## src/rtl/param_shift_queue.sv

```systemverilog
// Shift queue of DEPTH x WIDTH entries (slot[0] newest) with occupancy, pop-oldest, flush and sticky flags.
// Push/pop are rising-edge detected; define PARAM_SHIFT_QUEUE_LEVEL_TRIG_EN for level-triggered operation.
module param_shift_queue #(
    parameter  int WIDTH = 8,
    parameter  int DEPTH = 4,
    localparam int CW    = $clog2(DEPTH + 1)
) (
    input  logic                     CLK,
    input  logic                     RST,
    input  logic                     ENA,
    input  logic                     POP,
    input  logic                     CLR,
    input  logic [WIDTH-1:0]         DATAIN,
    output logic [WIDTH*DEPTH-1:0]   DATAOUT,
    output logic [WIDTH-1:0]         OLDEST,
    output logic [CW-1:0]            COUNT,
    output logic                     EMPTY,
    output logic                     FULL,
    output logic                     OVERFLOW,
    output logic                     UNDERFLOW
);

    localparam logic [CW-1:0] CNT_MAX = CW'(DEPTH);

    logic [WIDTH-1:0] slot_q [DEPTH];
    logic [WIDTH-1:0] slot_d [DEPTH];
    logic [CW-1:0]    count_q, count_d;
    logic             ovf_q, ovf_d;
    logic             udf_q, udf_d;
    logic             push_ev, pop_ev;
    logic             do_shift;

`ifdef PARAM_SHIFT_QUEUE_LEVEL_TRIG_EN
    assign push_ev = ENA;
    assign pop_ev  = POP;
`else
    logic ena_prev_q;
    logic pop_prev_q;

    // Edge history keeps sampling during CLR so a held request does not re-fire afterwards.
    always_ff @(posedge CLK) begin
        if (RST) begin
            ena_prev_q <= 1'b0;
            pop_prev_q <= 1'b0;
        end else begin
            ena_prev_q <= ENA;
            pop_prev_q <= POP;
        end
    end

    assign push_ev = ENA & ~ena_prev_q;
    assign pop_ev  = POP & ~pop_prev_q;
`endif

    always_comb begin
        count_d  = count_q;
        ovf_d    = ovf_q;
        udf_d    = udf_q;
        do_shift = 1'b0;

        if (push_ev && pop_ev) begin
            // The popped entry is the one shifted out or masked, so occupancy holds.
            do_shift = 1'b1;
            if (count_q == '0) begin
                count_d = CW'(1);
                udf_d   = 1'b1;
            end
        end else if (push_ev) begin
            do_shift = 1'b1;
            if (count_q == CNT_MAX) begin
                ovf_d = 1'b1;
            end else begin
                count_d = count_q + CW'(1);
            end
        end else if (pop_ev) begin
            if (count_q == '0) begin
                udf_d = 1'b1;
            end else begin
                count_d = count_q - CW'(1);
            end
        end

        for (int i = 0; i < DEPTH; i++) begin
            slot_d[i] = slot_q[i];
            if (do_shift) begin
                slot_d[i] = (i == 0) ? DATAIN : slot_q[(i == 0) ? 0 : i - 1];
            end
            // Everything at or beyond the new occupancy reads as zero.
            if (CW'(i) >= count_d) begin
                slot_d[i] = '0;
            end
        end
    end

    always_ff @(posedge CLK) begin
        if (RST || CLR) begin
            for (int i = 0; i < DEPTH; i++) begin
                slot_q[i] <= '0;
            end
            count_q <= '0;
            ovf_q   <= 1'b0;
            udf_q   <= 1'b0;
        end else begin
            for (int i = 0; i < DEPTH; i++) begin
                slot_q[i] <= slot_d[i];
            end
            count_q <= count_d;
            ovf_q   <= ovf_d;
            udf_q   <= udf_d;
        end
    end

    always_comb begin
        DATAOUT = '0;
        OLDEST  = '0;
        for (int i = 0; i < DEPTH; i++) begin
            DATAOUT[i*WIDTH +: WIDTH] = slot_q[i];
            if (count_q == CW'(i + 1)) begin
                OLDEST = slot_q[i];
            end
        end
    end

    assign COUNT     = count_q;
    assign EMPTY     = (count_q == '0);
    assign FULL      = (count_q == CNT_MAX);
    assign OVERFLOW  = ovf_q;
    assign UNDERFLOW = udf_q;

endmodule

```

## config.mk

```make
export PLATFORM = sky130hd
export DESIGN_NAME = param_shift_queue
export DESIGN_NICKNAME = d
export VERILOG_FILES = /design/src/rtl/param_shift_queue.sv
export SDC_FILE = /design/constraint.sdc
export NUM_CORES = 1
export LEC_CHECK = 0
export CAP_MARGIN = 20
export CELL_PAD_IN_SITES_DETAIL_PLACEMENT = 0
export CELL_PAD_IN_SITES_GLOBAL_PLACEMENT = 2
export CORE_ASPECT_RATIO = 0.6
export CORE_MARGIN = 8
export CORE_UTILIZATION = 28
export DETAILED_ROUTE_END_ITERATION = 10
export PLACE_DENSITY = 0.85
export SLEW_MARGIN = 0
export SYNTH_ARGS = -nofsm -noshare
export SYNTH_HDL_FRONTEND = slang
export SYNTH_SLANG_ARGS = --single-unit
```

## constraint.sdc

```tcl
create_clock -name CLK -period 3.7 [get_ports CLK]
set_input_delay 0.925 -clock CLK [delete_from_list [all_inputs] [get_ports CLK]]
set_output_delay 0.925 -clock CLK [all_outputs]
set_load 0.02 [all_outputs]
```

==> results by group <==
Power and ir drop
  – Power Dens Cells: 394.4 nW/um2
  – VDD IR-drop max: 0.0001610 V
  – LEAKAGE: 1.029 nW

Cells and area
  – Nets@finish: 316
  – Area growth, synth to finish: 46.36%
  – Antenna diodes: 0
  – Layout cells sized above 1: 10.77%
  – Non-filler cells, final: 384
  – Leading cell types in the layout, fill and taps excluded: 56 x clkdlybuf4s50_1, 41 x nand2_1, 38 x dfxtp_1
  – Commonest non-fill, non-tap cell in the layout: clkdlybuf4s50_1

Clock tree
  – CTS Hold Bufs: 0
  – CTS sink count: 39
  – H-Tree Depth: 2
  – CTS buffer count: 5
  – Worst skew pair latency: 0.28 ns
  – Setup bufs post-CTS: 0
  – CTS tree: yes
  – Root Buffer: clkbuf_16
  – Clock buffer depth: 2
  – Clock slew at reported path FFs: 0.06 ns

Detailed routing
  – Vias per cell: 4.763
  – Post-DRT Antenna Nets: 0
  – WL/cell: 15.53 um
  – Remaining DRCs: 0
  – Via Count: 1829
  – 1st-pass router iterations: 4
  – Initial DRC count: 195
  – Final wirelength: 5.965 mm

Timing
  – Worst-Margin Slew: 0.6655 ns
  – FMAX: 0.2868 GHz
  – Post-layout minimum cycle time: 3.487 ns
  – Final hold viol count: 0
  – Final setup TNS: 0 ns
  – RSZ-0062 raised after global routing: no
  – Final Cycle Share: 94.24%
  – Slew Limit Fails: 0
  – Max-slew headroom: 55.33%
  – Fin Clk Skew: 0.004611 ns
  – Setup violators final: 0

Setup path
  – Crit path largest cell delay: 0.63 ns
  – Setup crit end kind: output pin
  – Crit path max fanout: 11
  – Cell family with most CP delay: buffers and inverters
  – R2r setup slk: 1.09 ns
  – Bufs and invs on worst path: 3
  – Setup CP Type: reg2out
  – Reg2reg start: COUNT[0]
  – Worst EP arrival: 2.56 ns
  – Worst R2R Path Depth: 10
  – Crit-path cells: inv_1 -> ha_1 -> and2_2 -> nor2b_2 -> buf_4 -> a22oi_1 -> o21ai_0 -> clkdlybuf4s50_1
  – Critical path startpoint category: register
  – Max stage delay cell, worst path: clkdlybuf4s50_1
  – Crit path required time: 2.77 ns
  – Worst flop-to-flop path endpoint: slot_q[0][3]

Min path
  – Min-Delay Path Depth: 2
  – Hold Crit Class: reg2reg
  – Min-Delay Endpoint: slot_q[3][1]
  – Hold path start: slot_q[3][1]

Global route
  – Initial antenna violation count: 0
  – Met2 usage: 16.02%
  – Vias in the first global route: 1759
  – GRT busiest layer: met1
  – Largest net degree at the start of global routing: 31
  – GRT Total Usage: 12.80%
  – Met1 Usage GRT: 18.95%
  – Gr ovfl total: 0
  – M3 GR Usage: 4.520%
  – First-pass GRT wire length: 9.784 mm

Floorplanning
  – Die W: 122.5 um
  – Die height: 79.90 um
  – Initial core utilization: 28.79%
  – Die area: 9788 um2
  – Core area: 6619 um2
  – Row count: 23
  – I/O pin count: 60

Yosys
  – YS warnings: 0
  – Post-Synth XOR/XNOR Area: 0%
  – Main area contributors after synthesis: dfxtp_1 41%, a21oi_1 8.7%, nand2_1 8.1%, nor2_1 5.3%, ha_1 4.6%
  – Mux contribution to synthesized area: 4.202%
  – Largest area contributor in the netlist: dfxtp_1
  – Post-Synth Simple-Gate Area: 27.58%
  – Netlist Area Pre-Place: 1906 um2
  – Largest family of logic cells by synthesized area: simple AND/OR/NAND/NOR gates
  – Syn Nets: 258
  – Post-Synth Adder-Cell Area: 4.596%
  – Cell count after synthesis: 238
  – Number of synthesized register bits: 39
  – Seq/Total Area, Yosys: 40.97%
  – Syn Area/Cell: 8.007 um2
  – Distinct cells, synth: 40
  – Synth top area share: 40.97%
  – Complex-gate fraction of the synthesized area: 17.60%

Placement
  – Post-DP HPWL: 4.625 mm
  – Cells after DPL: 376
  – Routability-driven placement congestion ratio: 0.7865
  – Port bufs: 59

Run status
  – Status: finished clean

Run
  – Max_cap viols: 0
synthesized netlist by cell type (all sizes together):
cell    instances
a22oi           8
nand2          42
or3             1
a21boi          1
nor2b           6
nand3           4
a21oi          33
or2b            1
a211oi          1
nor3b           2
mux2i           8
and2            1
nand4           2
o211ai          1
o21ai          10
o31ai           1
dfxtp          39
a31oi           1
clkinv          1
clkbuf         12
nor3            2
or2             2
buf             3
a21bo           1
nor2           28
or4             2
nand3b          2
inv             5
nand2b          2
nor4            8
ha              7
a311oi          1
logic make-up (layout without fill, tap and decap cells):
| kind of cell | Yosys count | after routing |
|---|---|---|
| multiplexers | 8 | 8 |
| AO/OA/AOI/OAI | 58 | 58 |
| buffers and inverters | 21 | 80 |
| flip-flops | 39 | 39 |
| AND/OR/NAND/NOR | 105 | 105 |
| adder cells (fa/ha/maj) | 7 | 7 |
where the power goes:
part	leakage [nW]	switching [W]	internal, W
registers	0.316	0.00000720	0.000426
clock network	0.0911	0.000169	0.000387
logic	0.622	0.0000640	0.0000468
tightest hold or removal path: cells and delay by family, from the launching register on:
family	cells	cell delay [ns]
compound gates	1	0.05
flops	1	0.32
simple gates	1	0.06
layer usage:
metal  up-vias  routed length [um]
li1        940                   -
met2        80                2095
met3         7                 746
met4         0                  91
met1       802                3032
met5         -                   0
stage by stage:
step | instance area (um2) | setup WS, ns | total power (W) | utilization, % | hold slack, ns
CTS | 2776 | 0.03551 | 0.001111 | 41.95 | 0.4795
detailed placement | 2587 | 0.3457 | 0.0005525 | 39.09 | 0.4711
global route | 2789 | 0.01042 | 0.001142 | 42.14 | 0.4907
finish | 2789 | 0.2130 | 0.001100 | 42.14 | 0.4766
global placement | 2587 | 0.4001 | 0.0005536 | 39.09 | 0.4697
floorplan | 1906 | 0.9382 | 0.0005067 | - | 0.5466
state kept, by name (all words and copies together), names as in the netlist:
| signal | count |
|---|---|
| pop_prev_q | 1 |
| UNDERFLOW | 1 |
| ena_prev_q | 1 |
| OVERFLOW | 1 |
| COUNT | 3 |
| slot_q | 32 |
final cells by class:
| class | count | area (um2) |
|---|---|---|
| fillers | 682 | 3830 |
| multi-input cells | 178 | 1035 |
| flip-flops and latches | 39 | 782.0 |
| repair buffers | 66 | 650.6 |
| clock buffers | 6 | 128.9 |
| well taps | 87 | 108.9 |
| clock inverters | 2 | 60.06 |
| inverters | 6 | 23.77 |
worst max-delay path by stage:
stage | start | end | slack, ns | depth (start not counted)
floorplan | COUNT[0] | OLDEST[4] | 0.94 | 7
global placement | COUNT[0] | OLDEST[5] | 0.40 | 8
detailed placement | COUNT[0] | OLDEST[5] | 0.35 | 8
CTS | COUNT[0] | OLDEST[5] | 0.04 | 8
global route | COUNT[1] | OLDEST[1] | 0.01 | 8
finish | COUNT[1] | OLDEST[3] | 0.21 | 8
repair_timing:
item	4_1_cts	5_1_grt
resized for setup	0	6
setup endpoints to repair	0	8
hold endpoints to repair	0	0
(Power assumes the default switching activity.)
